===== config.mk =====
export PLATFORM = sky130hd
export DESIGN_NAME = uart_io_ctrl
export DESIGN_NICKNAME = d
export VERILOG_FILES = /design/src/rtl/uart_io_pkg.sv /design/src/rtl/sync_fifo.sv /design/src/rtl/uart_io_ctrl.sv
export SDC_FILE = /design/constraint.sdc
export NUM_CORES = 1
export LEC_CHECK = 0
export BUFFER_PORTS_ARGS = -buffer_cell sky130_fd_sc_hd__buf_2
export CORE_UTILIZATION = 40
export DETAILED_ROUTE_END_ITERATION = 10
export SYNTH_ARGS = -nofsm -noshare
export SYNTH_HDL_FRONTEND = slang
export SYNTH_SLANG_ARGS = --single-unit

===== constraint.sdc =====
create_clock -name clk -period 4.1 [get_ports clk]
set_input_delay 0.41 -clock clk [delete_from_list [all_inputs] [get_ports clk]]
set_output_delay 0.41 -clock clk [all_outputs]
set_load 0.01 [all_outputs]

===== src/rtl/uart_io_pkg.sv =====
// Shared constants for the UART device controller: register map, status/ctrl bits, FSM states.
package uart_io_pkg;

    localparam logic [1:0] REG_DATA = 2'd0;
    localparam logic [1:0] REG_STAT = 2'd1;
    localparam logic [1:0] REG_DIV  = 2'd2;

    localparam int unsigned ST_RX_VALID  = 0;
    localparam int unsigned ST_RX_FULL   = 1;
    localparam int unsigned ST_TX_FULL   = 2;
    localparam int unsigned ST_TX_EMPTY  = 3;
    localparam int unsigned ST_TX_BUSY   = 4;
    localparam int unsigned ST_RX_OVR    = 5;
    localparam int unsigned ST_FRAME_ERR = 6;
    localparam int unsigned ST_TX_OVF    = 7;

    localparam int unsigned CTRL_POP = 0;
    localparam int unsigned CTRL_CLR = 1;

    typedef enum logic [1:0] {TxIdle, TxStart, TxData, TxStop} tx_state_e;
    typedef enum logic [1:0] {RxIdle, RxStart, RxData, RxStop} rx_state_e;

endpackage


===== src/rtl/sync_fifo.sv =====
// Single-clock FIFO; a push into a full FIFO is accepted only when a pop happens in the same cycle.
module sync_fifo #(
    parameter int unsigned WIDTH = 8,
    parameter int unsigned DEPTH = 16
) (
    input  logic                     clk,
    input  logic                     reset,
    input  logic                     push,
    input  logic                     pop,
    input  logic [WIDTH-1:0]         wdata,
    output logic [WIDTH-1:0]         head,
    output logic                     full,
    output logic                     empty,
    output logic [$clog2(DEPTH):0]   count
);
    localparam int unsigned AW = $clog2(DEPTH);

    logic [WIDTH-1:0] mem_q [DEPTH];
    logic [AW-1:0]    wptr_q, rptr_q;
    logic [AW:0]      count_q;
    logic             do_push, do_pop;

    assign empty   = (count_q == '0);
    assign full    = (count_q == (AW+1)'(DEPTH));
    assign do_pop  = pop & ~empty;
    assign do_push = push & (~full | do_pop);
    assign head    = mem_q[rptr_q];
    assign count   = count_q;

    always_ff @(posedge clk or posedge reset) begin
        if (reset) begin
            wptr_q  <= '0;
            rptr_q  <= '0;
            count_q <= '0;
        end else begin
            if (do_push) wptr_q <= wptr_q + AW'(1);
            if (do_pop)  rptr_q <= rptr_q + AW'(1);
            if (do_push != do_pop) begin
                count_q <= do_push ? count_q + (AW+1)'(1) : count_q - (AW+1)'(1);
            end
        end
    end

    // Storage needs no reset: pointers and count define validity.
    always_ff @(posedge clk) begin
        if (do_push) mem_q[wptr_q] <= wdata;
    end

endmodule


===== src/rtl/uart_io_ctrl.sv =====
// Memory-mapped UART controller: bus register file, TX/RX FIFOs, TX and RX serial FSMs.
module uart_io_ctrl import uart_io_pkg::*; #(
    parameter int unsigned DATA_BITS  = 8,
    parameter int unsigned FIFO_DEPTH = 16,
    parameter int unsigned DIV_W      = 16,
    parameter int unsigned DIV_RESET  = 868
) (
    input  logic        clk,
    input  logic        reset,
    input  logic        we,
    input  logic [1:0]  reg_sel,
    input  logic        cs,
    input  logic [15:0] in,
    output logic [15:0] out,
    input  logic        rx,
    output logic        tx
);
    localparam int unsigned CW = $clog2(FIFO_DEPTH) + 1;
    localparam int unsigned BW = $clog2(DATA_BITS);

    logic acc_q, access, wr_data, wr_stat, wr_div, cpu_pop, cpu_clr;
    logic [DIV_W-1:0] div_q;

    assign access  = cs & we & ~acc_q;
    assign wr_data = access & (reg_sel == REG_DATA);
    assign wr_stat = access & (reg_sel == REG_STAT);
    assign wr_div  = access & (reg_sel == REG_DIV);
    assign cpu_pop = wr_stat & in[CTRL_POP];
    assign cpu_clr = wr_stat & in[CTRL_CLR];

    always_ff @(posedge clk or posedge reset) begin
        if (reset) begin
            acc_q <= 1'b0;
            div_q <= DIV_W'(DIV_RESET);
        end else begin
            acc_q <= cs & we;
            if (wr_div) div_q <= (in[DIV_W-1:0] < DIV_W'(2)) ? DIV_W'(2) : in[DIV_W-1:0];
        end
    end

    logic [DATA_BITS-1:0] tx_head, rx_head;
    logic                 tx_full, tx_empty, rx_full, rx_empty, tx_pop, rx_push;
    logic [CW-1:0]        tx_count, rx_count;

    sync_fifo #(.WIDTH(DATA_BITS), .DEPTH(FIFO_DEPTH)) u_tx_fifo (
        .clk(clk), .reset(reset), .push(wr_data), .pop(tx_pop), .wdata(in[DATA_BITS-1:0]),
        .head(tx_head), .full(tx_full), .empty(tx_empty), .count(tx_count)
    );

    logic [DATA_BITS-1:0] rx_sh_q, rx_sh_d;

    sync_fifo #(.WIDTH(DATA_BITS), .DEPTH(FIFO_DEPTH)) u_rx_fifo (
        .clk(clk), .reset(reset), .push(rx_push), .pop(cpu_pop), .wdata(rx_sh_q),
        .head(rx_head), .full(rx_full), .empty(rx_empty), .count(rx_count)
    );

    // TX FSM: each bit length is taken from div_q when the bit starts.
    tx_state_e            tx_state_q, tx_state_d;
    logic [DIV_W-1:0]     tx_cnt_q, tx_cnt_d;
    logic [BW-1:0]        tx_bit_q, tx_bit_d;
    logic [DATA_BITS-1:0] tx_sh_q, tx_sh_d;

    always_comb begin
        tx_state_d = tx_state_q;
        tx_cnt_d   = tx_cnt_q;
        tx_bit_d   = tx_bit_q;
        tx_sh_d    = tx_sh_q;
        tx_pop     = 1'b0;
        tx         = 1'b1;
        unique case (tx_state_q)
            TxIdle: begin
                if (!tx_empty) begin
                    tx_pop     = 1'b1;
                    tx_sh_d    = tx_head;
                    tx_cnt_d   = div_q - DIV_W'(1);
                    tx_state_d = TxStart;
                end
            end
            TxStart: begin
                tx = 1'b0;
                if (tx_cnt_q == '0) begin
                    tx_cnt_d   = div_q - DIV_W'(1);
                    tx_bit_d   = '0;
                    tx_state_d = TxData;
                end else tx_cnt_d = tx_cnt_q - DIV_W'(1);
            end
            TxData: begin
                tx = tx_sh_q[0];
                if (tx_cnt_q == '0) begin
                    tx_cnt_d = div_q - DIV_W'(1);
                    tx_sh_d  = tx_sh_q >> 1;
                    if (tx_bit_q == BW'(DATA_BITS - 1)) tx_state_d = TxStop;
                    else tx_bit_d = tx_bit_q + BW'(1);
                end else tx_cnt_d = tx_cnt_q - DIV_W'(1);
            end
            TxStop: begin
                if (tx_cnt_q == '0) tx_state_d = TxIdle;
                else tx_cnt_d = tx_cnt_q - DIV_W'(1);
            end
            default: tx_state_d = TxIdle;
        endcase
    end

    // RX: 2-FF synchroniser plus one more stage for falling-edge detection.
    logic rx_s1_q, rx_s2_q, rx_s3_q, rx_fall, frame_set;
    rx_state_e        rx_state_q, rx_state_d;
    logic [DIV_W-1:0] rx_cnt_q, rx_cnt_d;
    logic [BW-1:0]    rx_bit_q, rx_bit_d;

    assign rx_fall = rx_s3_q & ~rx_s2_q;

    always_comb begin
        rx_state_d = rx_state_q;
        rx_cnt_d   = rx_cnt_q;
        rx_bit_d   = rx_bit_q;
        rx_sh_d    = rx_sh_q;
        rx_push    = 1'b0;
        frame_set  = 1'b0;
        unique case (rx_state_q)
            RxIdle: begin
                if (rx_fall) begin
                    rx_cnt_d   = (div_q >> 1) - DIV_W'(1);
                    rx_state_d = RxStart;
                end
            end
            RxStart: begin
                if (rx_cnt_q != '0) rx_cnt_d = rx_cnt_q - DIV_W'(1);
                else if (rx_s2_q) rx_state_d = RxIdle;
                else begin
                    rx_cnt_d   = div_q - DIV_W'(1);
                    rx_bit_d   = '0;
                    rx_state_d = RxData;
                end
            end
            RxData: begin
                if (rx_cnt_q != '0) rx_cnt_d = rx_cnt_q - DIV_W'(1);
                else begin
                    rx_cnt_d = div_q - DIV_W'(1);
                    rx_sh_d  = {rx_s2_q, rx_sh_q[DATA_BITS-1:1]};
                    if (rx_bit_q == BW'(DATA_BITS - 1)) rx_state_d = RxStop;
                    else rx_bit_d = rx_bit_q + BW'(1);
                end
            end
            RxStop: begin
                if (rx_cnt_q != '0) rx_cnt_d = rx_cnt_q - DIV_W'(1);
                else begin
                    rx_push    = rx_s2_q;
                    frame_set  = ~rx_s2_q;
                    rx_state_d = RxIdle;
                end
            end
            default: rx_state_d = RxIdle;
        endcase
    end

    logic tx_ovf_q, rx_ovr_q, frame_err_q;

    always_ff @(posedge clk or posedge reset) begin
        if (reset) begin
            tx_state_q  <= TxIdle;
            tx_cnt_q    <= '0;
            tx_bit_q    <= '0;
            tx_sh_q     <= '0;
            rx_state_q  <= RxIdle;
            rx_cnt_q    <= '0;
            rx_bit_q    <= '0;
            rx_sh_q     <= '0;
            rx_s1_q     <= 1'b1;
            rx_s2_q     <= 1'b1;
            rx_s3_q     <= 1'b1;
            tx_ovf_q    <= 1'b0;
            rx_ovr_q    <= 1'b0;
            frame_err_q <= 1'b0;
        end else begin
            tx_state_q  <= tx_state_d;
            tx_cnt_q    <= tx_cnt_d;
            tx_bit_q    <= tx_bit_d;
            tx_sh_q     <= tx_sh_d;
            rx_state_q  <= rx_state_d;
            rx_cnt_q    <= rx_cnt_d;
            rx_bit_q    <= rx_bit_d;
            rx_sh_q     <= rx_sh_d;
            rx_s1_q     <= rx;
            rx_s2_q     <= rx_s1_q;
            rx_s3_q     <= rx_s2_q;
            // New error events win over a simultaneous clear.
            tx_ovf_q    <= (tx_ovf_q & ~cpu_clr) | (wr_data & tx_full & ~tx_pop);
            rx_ovr_q    <= (rx_ovr_q & ~cpu_clr) | (rx_push & rx_full & ~(cpu_pop & ~rx_empty));
            frame_err_q <= (frame_err_q & ~cpu_clr) | frame_set;
        end
    end

    logic [7:0] status;
    logic       unused_sig;

    assign unused_sig = ^{tx_count, rx_count, in};

    always_comb begin
        status               = '0;
        status[ST_RX_VALID]  = ~rx_empty;
        status[ST_RX_FULL]   = rx_full;
        status[ST_TX_FULL]   = tx_full;
        status[ST_TX_EMPTY]  = tx_empty;
        status[ST_TX_BUSY]   = (tx_state_q != TxIdle);
        status[ST_RX_OVR]    = rx_ovr_q;
        status[ST_FRAME_ERR] = frame_err_q;
        status[ST_TX_OVF]    = tx_ovf_q;
        out = '0;
        if (cs) begin
            case (reg_sel)
                REG_DATA: if (!rx_empty) out = 16'(rx_head);
                REG_STAT: out = 16'(status);
                REG_DIV:  out = 16'(div_q);
                default:  out = '0;
            endcase
        end
    end

endmodule


==> summary.md <==
| Metric | Value |
|---|---|
| Status | `complete, no violations` |
| Total grt overflow | `0` |
| Final worst setup slack | `0.600 ns` |
| Post-synthesis compound-gate area fraction | `0.0756` |
| Met1 WL | `16,600 um` |
| Most used DFF post-synth | `edfxtp_1` |
| Wire length per cell | `21.4 um` |
| Worst path buffer plus inverter count | `1` |
| Synth unique cells | `68` |
| Area share of the largest cell type after synthesis | `0.463` |
| Input/output buffers | `39` |
| Pwr dens | `646 mW/mm^2` |
| First-pass GRT wire length | `59,400 um` |
| Area leader, netlist | `edfxtp_1` |
| Met3 WL | `1840 um` |
| Largest stage delay, worst path | `0.86 ns` |
| Via count | `9,907` |
| Synth Area in XOR/XNOR | `0.0243` |
| Cells after DPL | `1,700` |
| Critical-path cell list | `mux4_2 > mux4_2 > o21ai_0 > a21boi_0 > buf_2` |
| Fraction of layout instances using a drive strength above 1 | `0.216` |
| Average size of a mapped cell | `14.4 um^2` |
| FF-to-FF path depth | `10` |
| Hold Fails Final Rpt | `0` |
| Fmax | `286 MHz` |
| Cells after Synth | `1,153` |
| Synth Area in Adders | `0.0288` |
| Final setup vio count | `0` |
| Reg-to-reg startpoint | `rx_cnt_q[10]` |
| Final Net Count | `1,273` |
| Top-level I/O count | `40` |
| Crit path DAT | `3.09 ns` |
| Largest family of logic cells by synthesized area | `multiplexers` |
| CP Data Required Time | `3.69 ns` |
| Minimum clock period | `3.50 ns` |
| Total global-route track usage | `0.186` |
| Worst Clk Skew | `0.0412 ns` |
| Cts bufs inserted | `41` |
| Critical setup path kind | `register to output pin` |
| Worst Hold Slack | `0.0751 ns` |
| Cell family with most CP delay | `multiplexers` |
| Tcrit/Tclk final | `0.854` |
| Pleak | `6.79 nW` |
| Number of enable flip-flop cells after synthesis | `256` |
| Worst Path Max Fanout | `21` |
| Layout area overhead | `13.7%` |
| Insertion delay to the later sink of the worst-skew pair | `0.58 ns` |
| CP Launch Type | `register` |
| Die Wd | `206 um` |
| FF+latch count, synth | `363` |
| Hold Path Origin | `we` |
| Most frequent cells in the layout | `256 x edfxtp_1, 96 x dfrtp_1, 77 x mux4_2` |
| Deepest clock path buffer count | `3` |
| Min-delay worst type | `primary input to register` |
| Register Area | `0.0104 mm^2` |
| Fin. max-slew vios | `0` |
| Cell row count | `74` |
| Post-synthesis sequential area ratio | `0.625` |
| Root Driver | `clkbuf_16` |
| Crit-path slowest cell | `dfrtp_2` |
| Post-synthesis mux area share | `0.137` |
| Sum Neg Setup Slack | `0 ns` |
| Slew margin rel. | `0.232` |
| RePlAce Congestion | `0.869` |
| Vias per cell | `5.58` |
| Pre-CTS WS | `0.591 ns` |
| DRC violation count after routing | `0` |
| Post_cts resized | `0` |
| Drt first pass iters | `7` |
| Area occupied by multi-input gates | `0.00579 mm^2` |
| Netlist Area Pre-Place | `0.0166 mm^2` |
| Clock sink count | `363` |
| Synth warn | `0` |
| Synth Area in Simple Gates | `0.0837` |
| WHS Path Cells | `3` |
| Core area | `0.0408 mm^2` |
| Worst vdd ir | `0.000393 V` |
| Async SR Flop Fraction | `0.295` |
| DP HPWL | `25,700 um` |
| Cell with the most instances on the worst path | `mux4_2` |
| Final Util | `0.462` |
| Antenna violation net count after detailed routing | `0` |
| Worst Max-Slew Pin Slew | `1.15 ns` |
| Largest cells by area after synthesis | `edfxtp_1 46%, dfrtp_1 15%, mux4_2 10%, ha_1 2.6%, mux2_2 2.1%` |
| Max Cap Violations | `0` |
| Most common cell after layout, fill and taps aside | `edfxtp_1` |
| Top sig layer | `met4` |
| Aggregate routed wire length | `37,900 um` |
| Drt initial violations | `820` |
| Largest net degree at the start of global routing | `47` |
| Unrepaired setup endpoints after global routing | `false` |
| Syn_nets | `1,213` |
| Setup crit end kind | `output pin` |
| Critical Path Stages | `5` |
| CTS tree | `yes` |
| Die Span Y | `206 um` |
| Clock-pin slew on the worst setup and hold paths | `0.06 ns` |
| Vias in the first global route | `9,988` |
| Fillers | `3,521` |
| Critical Path Start | `u_rx_fifo.rptr_q[0]` |
| Fin cells | `1,775` |
| H-tree depth | `2` |
| Inserted Diodes | `0` |
| Starting Density | `0.406` |
| Initial antenna violation count | `0` |
| Die area | `0.0423 mm^2` |
| Metal2 WL | `18,700 um` |
layer usage:
layer	vias to the layer above	track usage
met3	53	0.0345
met5	-	0
met1	5077	0.253
met4	0	0.0553
met2	232	0.305
li1	4545	-
area by class of cell:
type                       instances  area share
clock buffer                      55      0.0593
inverter                          44     0.00889
timing repair buffer              79      0.0272
sequential                       363       0.550
clock inverter                    18      0.0115
multi-input combinational        684       0.307
tap                              532      0.0353
synthesized netlist by cell type (all sizes together) (7+ instances only):
cell type,number
and2,7
o21ai,69
xor2,22
a21oi,39
xnor2,24
a22o,17
or3,8
nand2,73
ha,35
nand2b,7
mux4,77
a31oi,8
and3,13
nand4,7
nand3,26
a221oi,8
dfstp,8
edfxtp,256
nor4,15
mux2,34
inv,44
clkbuf,37
mux2i,15
nor3,29
nor2,74
buf,25
dfrtp,99
worst min-delay path, cell delays in order:
cell and delay, ns:
buf_2 0.08, nand2_1 0.07, inv_1 0.06
state kept, by name, indices dropped and copies added, names as in the netlist, 5 cells and up, named ones only:
register	cells
u_rx_fifo.mem_q	128
u_tx_fifo.mem_q	128
div_q	16
rx_cnt_q	16
tx_cnt_q	16
rx_sh_q	8
tx_sh_q	8
u_rx_fifo.count	5
u_tx_fifo.count	5
stage by stage:
stage | area [um^2] | total power [W]
global route | 18900 | 0.0129
floorplan | 16600 | 0.00764
finish | 18900 | 0.0122
detailed placement | 17500 | 0.00862
CTS | 18900 | 0.0123
global placement | 17500 | 0.00857
where the power goes:
group	switching (W)	total, W	internal (W)	leakage, nW
registers	0.000654	0.00495	0.00430	3.64
logic	0.00188	0.00359	0.00171	2.49
clock network	0.00151	0.00363	0.00213	0.654
total	0.00404	0.0122	0.00813	6.79
repair_timing:
item / CTS / global route
hold endpoints to repair: 40 / 0
hold buffers: 2 / 0
setup endpoints to repair: 0 / 0
setup buffers: 0 / 0
logic make-up (layout without fill, tap and decap cells):
family	Yosys count	after routing
adders and majority gates	37	37
AOI/OAI and AO/OA	191	191
muxes	126	126
xor gates and xnor gates	46	46
and+or+nand+nor	284	284
DFF	363	363
buffers and inverters	106	196
worst paths after layout:
check | end | slack [ns]
hold reg to reg | rx_s2_q | 0.36
setup / recovery | out[0] | 0.60
max in group asynchronous | rx_s2_q | 2.77
min in group asynchronous | div_q[10] | 0.46
setup reg to reg | u_rx_fifo.count[4] | 0.67
hold / removal | acc_q | 0.08
(Power assumes the default switching activity.)
